## src/rtl/stream_packetizer.sv

```systemverilog
// Wraps each upstream payload word into a single-flit packet with the configured destination header,
// buffering up to two packets and gating acceptance on network credits.
module stream_packetizer #(
    parameter int PAYLOAD_BITS = 32,
    parameter int ADDR_BITS    = 5,
    parameter int PORT_BITS    = 4,
    parameter int MAX_CREDITS  = 8,
    localparam int PACKET_BITS = 1 + ADDR_BITS + PORT_BITS + PAYLOAD_BITS
) (
    input  logic                    clk,
    input  logic                    reset,
    input  logic [PAYLOAD_BITS-1:0] din,
    input  logic                    val_in,
    output logic                    ready_upward,
    input  logic                    cfg_wr,
    input  logic [ADDR_BITS-1:0]    cfg_dest_addr,
    input  logic [PORT_BITS-1:0]    cfg_dest_port,
    output logic                    configured,
    output logic [PACKET_BITS-1:0]  packet_out,
    output logic                    packet_valid,
    input  logic                    packet_ready,
    input  logic                    credit_return,
    output logic [3:0]              credits,
    output logic                    credit_overflow
);

    localparam logic [3:0] CREDIT_MAX = 4'(MAX_CREDITS);

    logic                   configured_q, configured_d;
    logic [ADDR_BITS-1:0]   dest_addr_q, dest_addr_d;
    logic [PORT_BITS-1:0]   dest_port_q, dest_port_d;
    logic [PACKET_BITS-1:0] head_q, head_d;
    logic [PACKET_BITS-1:0] tail_q, tail_d;
    logic [1:0]             occ_q, occ_d;
    logic [3:0]             credits_q, credits_d;
    logic                   overflow_q, overflow_d;

    logic                   accept;
    logic                   pop;
    logic [PACKET_BITS-1:0] new_pkt;

    // Acceptance depends only on registered state so upstream sees no combinational path from the network.
    assign ready_upward = configured_q && (credits_q != 4'd0) && (occ_q != 2'd2);
    assign accept       = val_in && ready_upward;
    assign pop          = (occ_q != 2'd0) && packet_ready;
    assign new_pkt      = {1'b1, dest_addr_q, dest_port_q, din};

    always_comb begin
        configured_d = configured_q;
        dest_addr_d  = dest_addr_q;
        dest_port_d  = dest_port_q;
        if (cfg_wr) begin
            configured_d = 1'b1;
            dest_addr_d  = cfg_dest_addr;
            dest_port_d  = cfg_dest_port;
        end
    end

    always_comb begin
        head_d = head_q;
        tail_d = tail_q;
        occ_d  = occ_q;
        case (occ_q)
            2'd0: begin
                if (accept) begin
                    head_d = new_pkt;
                    occ_d  = 2'd1;
                end
            end
            2'd1: begin
                if (pop && accept) begin
                    head_d = new_pkt;
                end else if (pop) begin
                    occ_d = 2'd0;
                end else if (accept) begin
                    tail_d = new_pkt;
                    occ_d  = 2'd2;
                end
            end
            2'd2: begin
                // A full buffer never accepts, so only the tail-to-head shift is possible here.
                if (pop) begin
                    head_d = tail_q;
                    occ_d  = 2'd1;
                end
            end
            default: occ_d = 2'd0;
        endcase
    end

    always_comb begin
        credits_d  = credits_q;
        overflow_d = overflow_q;
        if (accept && !credit_return) begin
            credits_d = credits_q - 4'd1;
        end else if (credit_return && !accept) begin
            if (credits_q == CREDIT_MAX) begin
                overflow_d = 1'b1;
            end else begin
                credits_d = credits_q + 4'd1;
            end
        end
    end

    always_ff @(posedge clk) begin
        if (reset) begin
            configured_q <= 1'b0;
            dest_addr_q  <= '0;
            dest_port_q  <= '0;
            head_q       <= '0;
            tail_q       <= '0;
            occ_q        <= 2'd0;
            credits_q    <= CREDIT_MAX;
            overflow_q   <= 1'b0;
        end else begin
            configured_q <= configured_d;
            dest_addr_q  <= dest_addr_d;
            dest_port_q  <= dest_port_d;
            head_q       <= head_d;
            tail_q       <= tail_d;
            occ_q        <= occ_d;
            credits_q    <= credits_d;
            overflow_q   <= overflow_d;
        end
    end

    assign configured      = configured_q;
    assign packet_valid    = (occ_q != 2'd0);
    assign packet_out      = packet_valid ? head_q : '0;
    assign credits         = credits_q;
    assign credit_overflow = overflow_q;

endmodule

```

## config.mk

```make
export PLATFORM = sky130hd
export DESIGN_NAME = stream_packetizer
export DESIGN_NICKNAME = d
export VERILOG_FILES = /design/src/rtl/stream_packetizer.sv
export SDC_FILE = /design/constraint.sdc
export NUM_CORES = 1
export LEC_CHECK = 0
export ABC_AREA = 1
export CAP_MARGIN = 0
export CORE_ASPECT_RATIO = 0.5
export CORE_MARGIN = 3
export CORE_UTILIZATION = 55
export CTS_CLUSTER_DIAMETER = 60
export CTS_CLUSTER_SIZE = 40
export DETAILED_ROUTE_END_ITERATION = 7
export PLACE_DENSITY = 0.84
export SLEW_MARGIN = 25
export SYNTH_ARGS = -nofsm -noshare
export SYNTH_HDL_FRONTEND = slang
export SYNTH_SLANG_ARGS = --single-unit
```

## constraint.sdc

```tcl
create_clock -name clk -period 4.7 [get_ports clk]
set_clock_uncertainty 0.2 [all_clocks]
set_input_delay 0.705 -clock clk [delete_from_list [all_inputs] [get_ports clk]]
set_output_delay 0.705 -clock clk [all_outputs]
set_load 0.005 [all_outputs]
```

==> qor.csv, run 1 <==
metric,value,unit
power,2.161,mW
async_flop_share,0,
num-fill-cells,700,
synth_cell_type_count,24,
cts-root-buf,clkbuf_16,
grt_pass1_wl,19150,µm
synth.largest_area_cell,dfxtp_1,
critPathSlowestCell,nor2_4,
drc,0,
critical_path_arrival,2.11,ns
worst-path-max-fanout,25,
r2r_cells,7,
wirelength,11210,µm
die_area,0.01018,mm²
cts_resized,0,
min_delay_path_depth,2,
first_pass_iters,4,
synth-main-ff-cell,dfxtp_1,
fp.coreArea,0.008346,mm²
max_slew_margin,0.3677,
crit_type,reg -> out,
drive_gt1_frac,0.03970,
grt-ovfl-total,0,
outcome,"finished, final reports clean",
cts.sinks,101,
antenna_found_initial,0,
setup-tns-final,0,ns
die-width,139.8,µm
htreeDepth,3,
nets,852,
drv_slew,0,
yosys-top-cells-area,"dfxtp_1, inv_1, a21oi_1, o21ai_0, nor2_1",
grt_setup_unrepaired,false,
finalHoldViolations,0,
initial_core_util,0.5895,
clkTransAtPathRegs,0.07,ns
yosysSeqAreaShare,0.4110,
worstSetupPathDepth,4,
clock_latency,0.35,ns
path_buf_inv,2,
syn_area,0.004920,mm²
num_vias,4672,
numPortBuffers,96,
rows,23,
clock_path_buffers,2,
postCtsHoldBufs,0,
placed_cells,901,
syn-num-nets,788,
max_cap_violations,0,
slowest_delay,0.59,ns
p_per_area,352.4,mW/mm²
ys_ff_latch,101,
layoutNonFillerInstCount,918,
cts_tree,done,
setup_viol,0,
grt_use_total,0.2267,
cp_top_family,buffers and inverters,
timing.final.crit_period,3.012,ns
yosysWarnings,0,
worst_ep_required_time,3.80,ns
grt_pass1_vias,4417,
io_pins,97,
hp-class,reg -> reg,
path_cells,nor2_4 > buf_16 > nor2_1 > clkdlybuf4s50_1,
post-cts-setup-buffer-count,0,
endpoint_kind,output pin,
max_freq,0.3320,GHz
drt_iter0_markers,400,
wire_per_inst,12.21,µm
synth_top_area_share,0.4110,
n_antenna_cell,0,
ant_nets,0,
start_kind,flip-flop,
numCtsBuffers,9,
p_leak,2.582,nW
syn_to_final_growth,24.64,%
synth_edf_count,0,
vias_per_cell,5.089,
routabilityCongestion,0.8060,
die_y,72.88,µm
grt_max_degree,85,
peakVddDrop,0.2977,mV
synth.avg_cell_area,6.675,µm²
worst_slew_pin_slew,0.9450,ns
synth_cells,737,
dp_hpwl,7240,µm
period_share,0.6409,
metal layers:
layer / vias up / global-route usage / wire length (µm)
met5: - / 0 / 0
met4: 0 / 0.05371 / 122
met3: 14 / 0.07395 / 621
met2: 106 / 0.4141 / 5491
met1: 2130 / 0.2633 / 4975
li1: 2422 / - / -
cells by family (layout without fill, tap and decap cells):
group | count (synthesis) | after routing | synth area share
xor gates and xnor gates | 2 | 2 | 0.003561
DFF | 101 | 101 | 0.4110
buffers and inverters | 190 | 259 | 0.1656
AOI/OAI and AO/OA | 194 | 194 | 0.2027
and+or+nand+nor | 246 | 246 | 0.2070
adders and majority gates | 4 | 4 | 0.01017
tightest hold or removal path: stages, from the launching register on:
cell and delay, ns:
dfxtp_1 0.30, inv_1 0.05, a21oi_1 0.05
registers in the layout, indices dropped and copies added (netlist names):
name             count
credit_overflow      1
tail_q              42
dest_addr_q          5
dest_port_q          4
occ_q                2
head_q              42
credits              4
configured           1
worst paths after layout:
check	endpoint	from	slack (ns)
min reg2reg	tail_q[17]$_SDFFE_PP0P_	tail_q[17]$_SDFFE_PP0P_	0.25
min	tail_q[17]$_SDFFE_PP0P_	tail_q[17]$_SDFFE_PP0P_	0.25
max reg2reg	tail_q[14]$_SDFFE_PP0P_	credits[0]$_SDFFE_PP0P_	1.93
max	packet_out[9]	occ_q[1]$_SDFFE_PP0P_	1.69
placed cells by master (no fill, tap or decap), types with 2 or more instances in the layout:
cell type	Yosys	final
nand3_1	43	43
inv_2	2	2
inv_1	139	138
clkinv_2	0	2
nand4_1	4	4
ha_1	4	4
nand2_2	1	2
dfxtp_1	101	101
o21ai_0	94	94
buf_4	0	5
clkbuf_16	0	9
bufinv_16	0	2
nor2_1	99	99
nand2_1	94	93
xor2_1	2	2
nor2_4	1	2
clkinvlp_4	0	2
a21oi_4	2	2
a21oi_1	96	96
clkdlybuf4s50_1	0	96
report_power, final:
group          internal [mW]  switching [mW]  leakage, nW
Combinational          0.177           0.214         1.60
Sequential             0.924          0.0482        0.826
Clock                  0.468           0.330        0.152
final cells by class:
type	count	area [µm²]	share of cell area
Multi-Input combinational cell	446	2091	0.3410
Timing Repair Buffer	102	1026	0.1673
Tap cell	112	140.1	0.02285
Clock inverter	7	97.59	0.01592
Inverter	141	530.5	0.08651
Sequential cell	101	2022	0.3297
Clock buffer	9	225.2	0.03673
Yosys cell counts, types with 2 or more instances:
| master | count |
|---|---|
| buf_1 | 2 |
| xor2_1 | 2 |
| buf_2 | 15 |
| inv_2 | 2 |
| o21ai_0 | 94 |
| nand3_1 | 43 |
| nand4_1 | 4 |
| ha_1 | 4 |
| nor2_1 | 99 |
| clkbuf_1 | 21 |
| a21oi_1 | 96 |
| inv_1 | 139 |
| nand2_1 | 94 |
| buf_6 | 11 |
| dfxtp_1 | 101 |
| a21oi_4 | 2 |
metrics by stage:
stage                 util  hold WS [ns]  setup WS, ns  cell area (µm²)
floorplan                -        0.2245         2.621             4920
global placement    0.6927        0.2322         1.521             5781
detailed placement  0.6927        0.2373         1.453             5781
CTS                 0.7313        0.2477         1.467             6103
global route        0.7348        0.2643         1.443             6132
finish              0.7348        0.2466         1.688             6132
Power figures use the tool's default switching activity.
==> inputs of run 2 (changes only) <==
--- a/config.mk
+++ b/config.mk
@@ -9,11 +9,11 @@
 export CAP_MARGIN = 0
 export CORE_ASPECT_RATIO = 0.5
 export CORE_MARGIN = 3
-export CORE_UTILIZATION = 55
+export CORE_UTILIZATION = 47
 export CTS_CLUSTER_DIAMETER = 60
 export CTS_CLUSTER_SIZE = 40
 export DETAILED_ROUTE_END_ITERATION = 7
-export PLACE_DENSITY = 0.84
+export PLACE_DENSITY = 0.77
 export SLEW_MARGIN = 25
 export SYNTH_ARGS = -nofsm -noshare
 export SYNTH_HDL_FRONTEND = slang
==> constraint.sdc (replaced) <==
create_clock -name clk -period 2.6 [get_ports clk]
set_clock_uncertainty 0.2 [all_clocks]
set_input_delay 0.39 -clock clk [delete_from_list [all_inputs] [get_ports clk]]
set_output_delay 0.39 -clock clk [all_outputs]
set_load 0.005 [all_outputs]
==> run 2 against run 1 <==
Non-clock buffer count up 6. Die area up 16%. Via count down 2.1%. Register-to-register slack worse by 1.6 ns. Cell area up 1.4%. Setup slack worse by 1.6 ns. Sequential power up 80%. Total power up 76%. Sequential share of layout area down 0.45 points. Largest cell class unchanged.
==> qor.csv, run 2 (synthesis gave the netlist of run 1 again) <==
metric,value,unit
n_antenna_cell,0,
worst-path-max-fanout,33,
slowest_delay,0.54,ns
p_per_area,610.6,mW/mm²
first_pass_iters,4,
io_pins,97,
grt_max_degree,85,
initial_core_util,0.5009,
fp.coreArea,0.009822,mm²
dp_hpwl,7256,µm
crit_type,reg -> out,
clock_latency,0.34,ns
final_cell_area,0.006217,mm²
max_freq,0.4055,GHz
grt_pass1_vias,4244,
num-fill-cells,926,
die_area,0.01181,mm²
worst_ep_required_time,2.01,ns
critical_path_arrival,1.88,ns
setup-tns-final,0,ns
vias_per_cell,4.828,
wire_per_inst,11.71,µm
multiInputGateArea,0.002091,mm²
drc,0,
fin_ws,0.1338,ns
peakVddDrop,0.3466,mV
cts-root-buf,clkbuf_16,
htreeDepth,3,
clock_path_buffers,2,
post-place-ws,0.1134,ns
path_cells,nor2_4 > buf_4 > nor2_1 > clkdlybuf4s50_1,
numPortBuffers,96,
drive_gt1_frac,0.04557,
rows,25,
power,3.797,mW
max_slew_margin,0.6175,
antenna_found_initial,0,
routabilityCongestion,0.7847,
numCtsBuffers,9,
syn_to_final_growth,26.37,%
most-common-layout-cells,"inv_1, dfxtp_1, nor2_1",
die_y,78.35,µm
max_cap_violations,0,
num_vias,4572,
grt_setup_unrepaired,false,
postCtsHoldBufs,0,
post-cts-setup-buffer-count,0,
seq_area,0.002022,mm²
grt-ovfl-total,0,
final_common_cell,inv_1,
ant_nets,0,
cts_tree,done,
reg.largest.list,"head_q (42), tail_q (42), dest_addr_q (5)",
dpl_cell_area,0.005924,mm²
timing.final.crit_period,2.466,ns
die-width,150.7,µm
final_util,0.6330,
nets,858,
grt_use_total,0.1880,
drt_iter0_markers,310,
path_buf_inv,2,
endpoint_kind,output pin,
cp_top_family,buffers and inverters,
hp-class,reg -> reg,
wirelength,11090,µm
worst_slew_pin_slew,0.5737,ns
outcome,"finished, final reports clean",
period_share,0.9485,
start_kind,flip-flop,
setup_viol,0,
grt_pass1_wl,18470,µm
cts_resized,0,
cts.sinks,101,
critPathSlowestCell,clkdlybuf4s50_1,
drv_slew,0,
p_leak,2.613,nW
clkTransAtPathRegs,0.07,ns
finalHoldViolations,0,
run 2: cell count changes in the layout (fill, tap and decap cells not counted):
cell,previous run,this run
inv_6,1,0
buf_16,1,0
bufinv_16,2,1
buf_4,5,7
clkbuf_1,0,1
inv_2,2,3
buf_12,0,5
run 2: area by class of cell:
| type | instances | share of cell area |
|---|---|---|
| multi-input combinational | 446 | 0.3363 |
| tap | 135 | 0.02717 |
| inverter | 141 | 0.08513 |
| clock buffer | 10 | 0.03683 |
| timing repair buffer | 108 | 0.1791 |
| clock inverter | 6 | 0.01026 |
| sequential | 101 | 0.3252 |
run 2: metal layers:
| metal | share of wire | vias up | GRT usage |
|---|---|---|---|
| met5 | 0 | - | 0 |
| met4 | 0.011 | 0 | 0.05244 |
| met3 | 0.033 | 12 | 0.04614 |
| met2 | 0.48 | 76 | 0.3399 |
| met1 | 0.47 | 2051 | 0.2227 |
| li1 | - | 2433 | - |
run 2: per-stage QoR:
stage | hold WS (ns) | std cells
2_1_floorplan | 0.2245 | 737
3_3_place_gp | 0.2307 | 931
3_5_place_dp | 0.2387 | 931
4_1_cts | 0.2487 | 947
5_1_grt | 0.2593 | 947
6_report | 0.2484 | 947
run 2: final timing paths:
kind                                 from                      end  slack, ns  cells past startpoint
hold reg to reg   tail_q[30]$_SDFFE_PP0P_  tail_q[30]$_SDFFE_PP0P_       0.25                      2
hold / removal    tail_q[30]$_SDFFE_PP0P_  tail_q[30]$_SDFFE_PP0P_       0.25                      2
setup reg to reg  credits[0]$_SDFFE_PP0P_  credits[2]$_SDFFE_PP0P_       0.35                     10
setup / recovery    occ_q[1]$_SDFFE_PP0P_           packet_out[28]       0.13                      4
run 2: report_power, final:
group | internal (mW) | switching [mW] | total, mW
sequential | 1.67 | 0.0830 | 1.75
combinational | 0.331 | 0.385 | 0.715
clock | 0.745 | 0.582 | 1.33
run 2: worst min-delay path: stages, from the launching register on:
cell and delay (ns):
dfxtp_1 0.30, inv_1 0.05, a21oi_1 0.05
==> inputs of run 3 (changes only) <==
==> constraint.sdc (replaced) <==
create_clock -name clk -period 2.6 [get_ports clk]
set_clock_uncertainty 0.2 [all_clocks]
set_input_delay 0.39 -clock clk [delete_from_list [all_inputs] [get_ports clk]]
set_output_delay 0.39 -clock clk [all_outputs]
set_load 0.05 [all_outputs]
==> run 3 against run 2 <==
Hold slack worse by 0.0049 ns. Total power up 4.6%. Register-to-register slack is essentially flat. Final cell count stayed put. Largest cell class unchanged. Largest power group unchanged.
==> qor.csv, run 3 (synthesis gave the netlist of run 1 again) <==
metric,value,unit
nets,859,
num_vias,4584,
dp_hpwl,7177,µm
seq_area,0.002022,mm²
final_cell_area,0.006150,mm²
worst_ep_required_time,2.01,ns
fp.coreArea,0.009822,mm²
drt_iter0_markers,246,
post-cts-setup-buffer-count,0,
cts_resized,0,
setup-tns-final,0,ns
die_y,78.35,µm
dpl_cell_area,0.005849,mm²
start_kind,flip-flop,
clkTransAtPathRegs,0.07,ns
initial_core_util,0.5009,
drv_slew,0,
grt_max_degree,97,
die-width,150.7,µm
worst_slew_pin_slew,0.5853,ns
vias_per_cell,4.841,
peakVddDrop,0.5459,mV
syn_to_final_growth,25.00,%
max_cap_violations,0,
num-fill-cells,935,
first_pass_iters,4,
p_per_area,645.8,mW/mm²
numCtsBuffers,9,
grt_setup_unrepaired,false,
cts.sinks,101,
max_slew_margin,0.6098,
cts_tree,done,
crit_type,reg -> out,
p_leak,2.722,nW
wire_per_inst,11.41,µm
timing.final.crit_period,2.390,ns
critical_path_arrival,1.80,ns
postCtsHoldBufs,0,
placed_cells,932,
die_area,0.01181,mm²
max_freq,0.4185,GHz
r2r_cells,10,
min_delay_path_depth,2,
outcome,"finished, final reports clean",
wirelength,10800,µm
drive_gt1_frac,0.09975,
most-common-layout-cells,"inv_1, dfxtp_1, nor2_1",
final_common_cell,inv_1,
clock_latency,0.34,ns
cts-root-buf,clkbuf_16,
antenna_found_initial,0,
worst-path-max-fanout,6,
setup_viol,0,
grt_pass1_wl,17730,µm
grt_pass1_vias,4052,
multiInputGateArea,0.002091,mm²
finalHoldViolations,0,
grt-ovfl-total,0,
fin_ws,0.2102,ns
rows,25,
drc,0,
hp-class,reg -> reg,
endpoint_kind,output pin,
io_pins,97,
post-place-ws,0.1558,ns
htreeDepth,3,
routabilityCongestion,0.7899,
period_share,0.9191,
power,3.972,mW
reg.largest.list,"head_q (42), tail_q (42), dest_addr_q (5)",
n_antenna_cell,0,
clock_path_buffers,2,
numPortBuffers,96,
layoutNonFillerInstCount,947,
ant_nets,0,
grt_use_total,0.1815,
run 3: changes by cell type in the layout (fill, tap and decap cells not counted):
cell / delta
clkdlybuf4s50_1: -43
buf_4: +42
buf_12: +2
clkbuf_8: +2
clkbuf_1: -1
clkinv_4: -1
clkinvlp_4: -1
run 3: stage by stage:
step                      hold slack, ns  utilization
after floorplan                   0.2245            -
after global placement            0.2331       0.5955
after detailed placement          0.2390       0.5955
after CTS                         0.2493       0.6261
after global routing              0.2630       0.6261
final                             0.2435       0.6261
run 3: power by group:
| group | switching, mW | internal [mW] | total, mW |
|---|---|---|---|
| clock network | 0.556 | 0.790 | 1.35 |
| logic | 0.534 | 0.338 | 0.872 |
| registers | 0.0828 | 1.67 | 1.75 |
run 3: metal layers:
metal | global-route usage | vias up | wire length, µm
li1 | - | 2435 | -
met1 | 0.2221 | 2060 | 5119
met2 | 0.3189 | 74 | 5113
met3 | 0.04268 | 15 | 427
met4 | 0.05425 | 0 | 142
met5 | 0 | - | 0
run 3: cell type report:
| class | count | share of cell area |
|---|---|---|
| timing repair buffer | 109 | 0.1689 |
| clock buffer | 11 | 0.04110 |
| tap | 135 | 0.02747 |
| multi-input combinational | 446 | 0.3400 |
| sequential | 101 | 0.3288 |
| inverter | 141 | 0.08606 |
| clock inverter | 4 | 0.007731 |
run 3: worst max-delay path, cell delays in order (launching register included):
cell	delay [ns]
dfxtp_1	0.53
nor2_4	0.08
inv_1	0.06
clkdlybuf4s50_1	0.79
run 3: final timing paths:
kind,from,endpoint,slack [ns]
worst max-delay path,occ_q[1]$_SDFFE_PP0P_,packet_valid,0.21
worst min-delay path,tail_q[10]$_SDFFE_PP0P_,tail_q[10]$_SDFFE_PP0P_,0.24
worst max register to register,occ_q[0]$_SDFFE_PP0P_,credits[2]$_SDFFE_PP0P_,0.36
worst min register to register,tail_q[10]$_SDFFE_PP0P_,tail_q[10]$_SDFFE_PP0P_,0.24
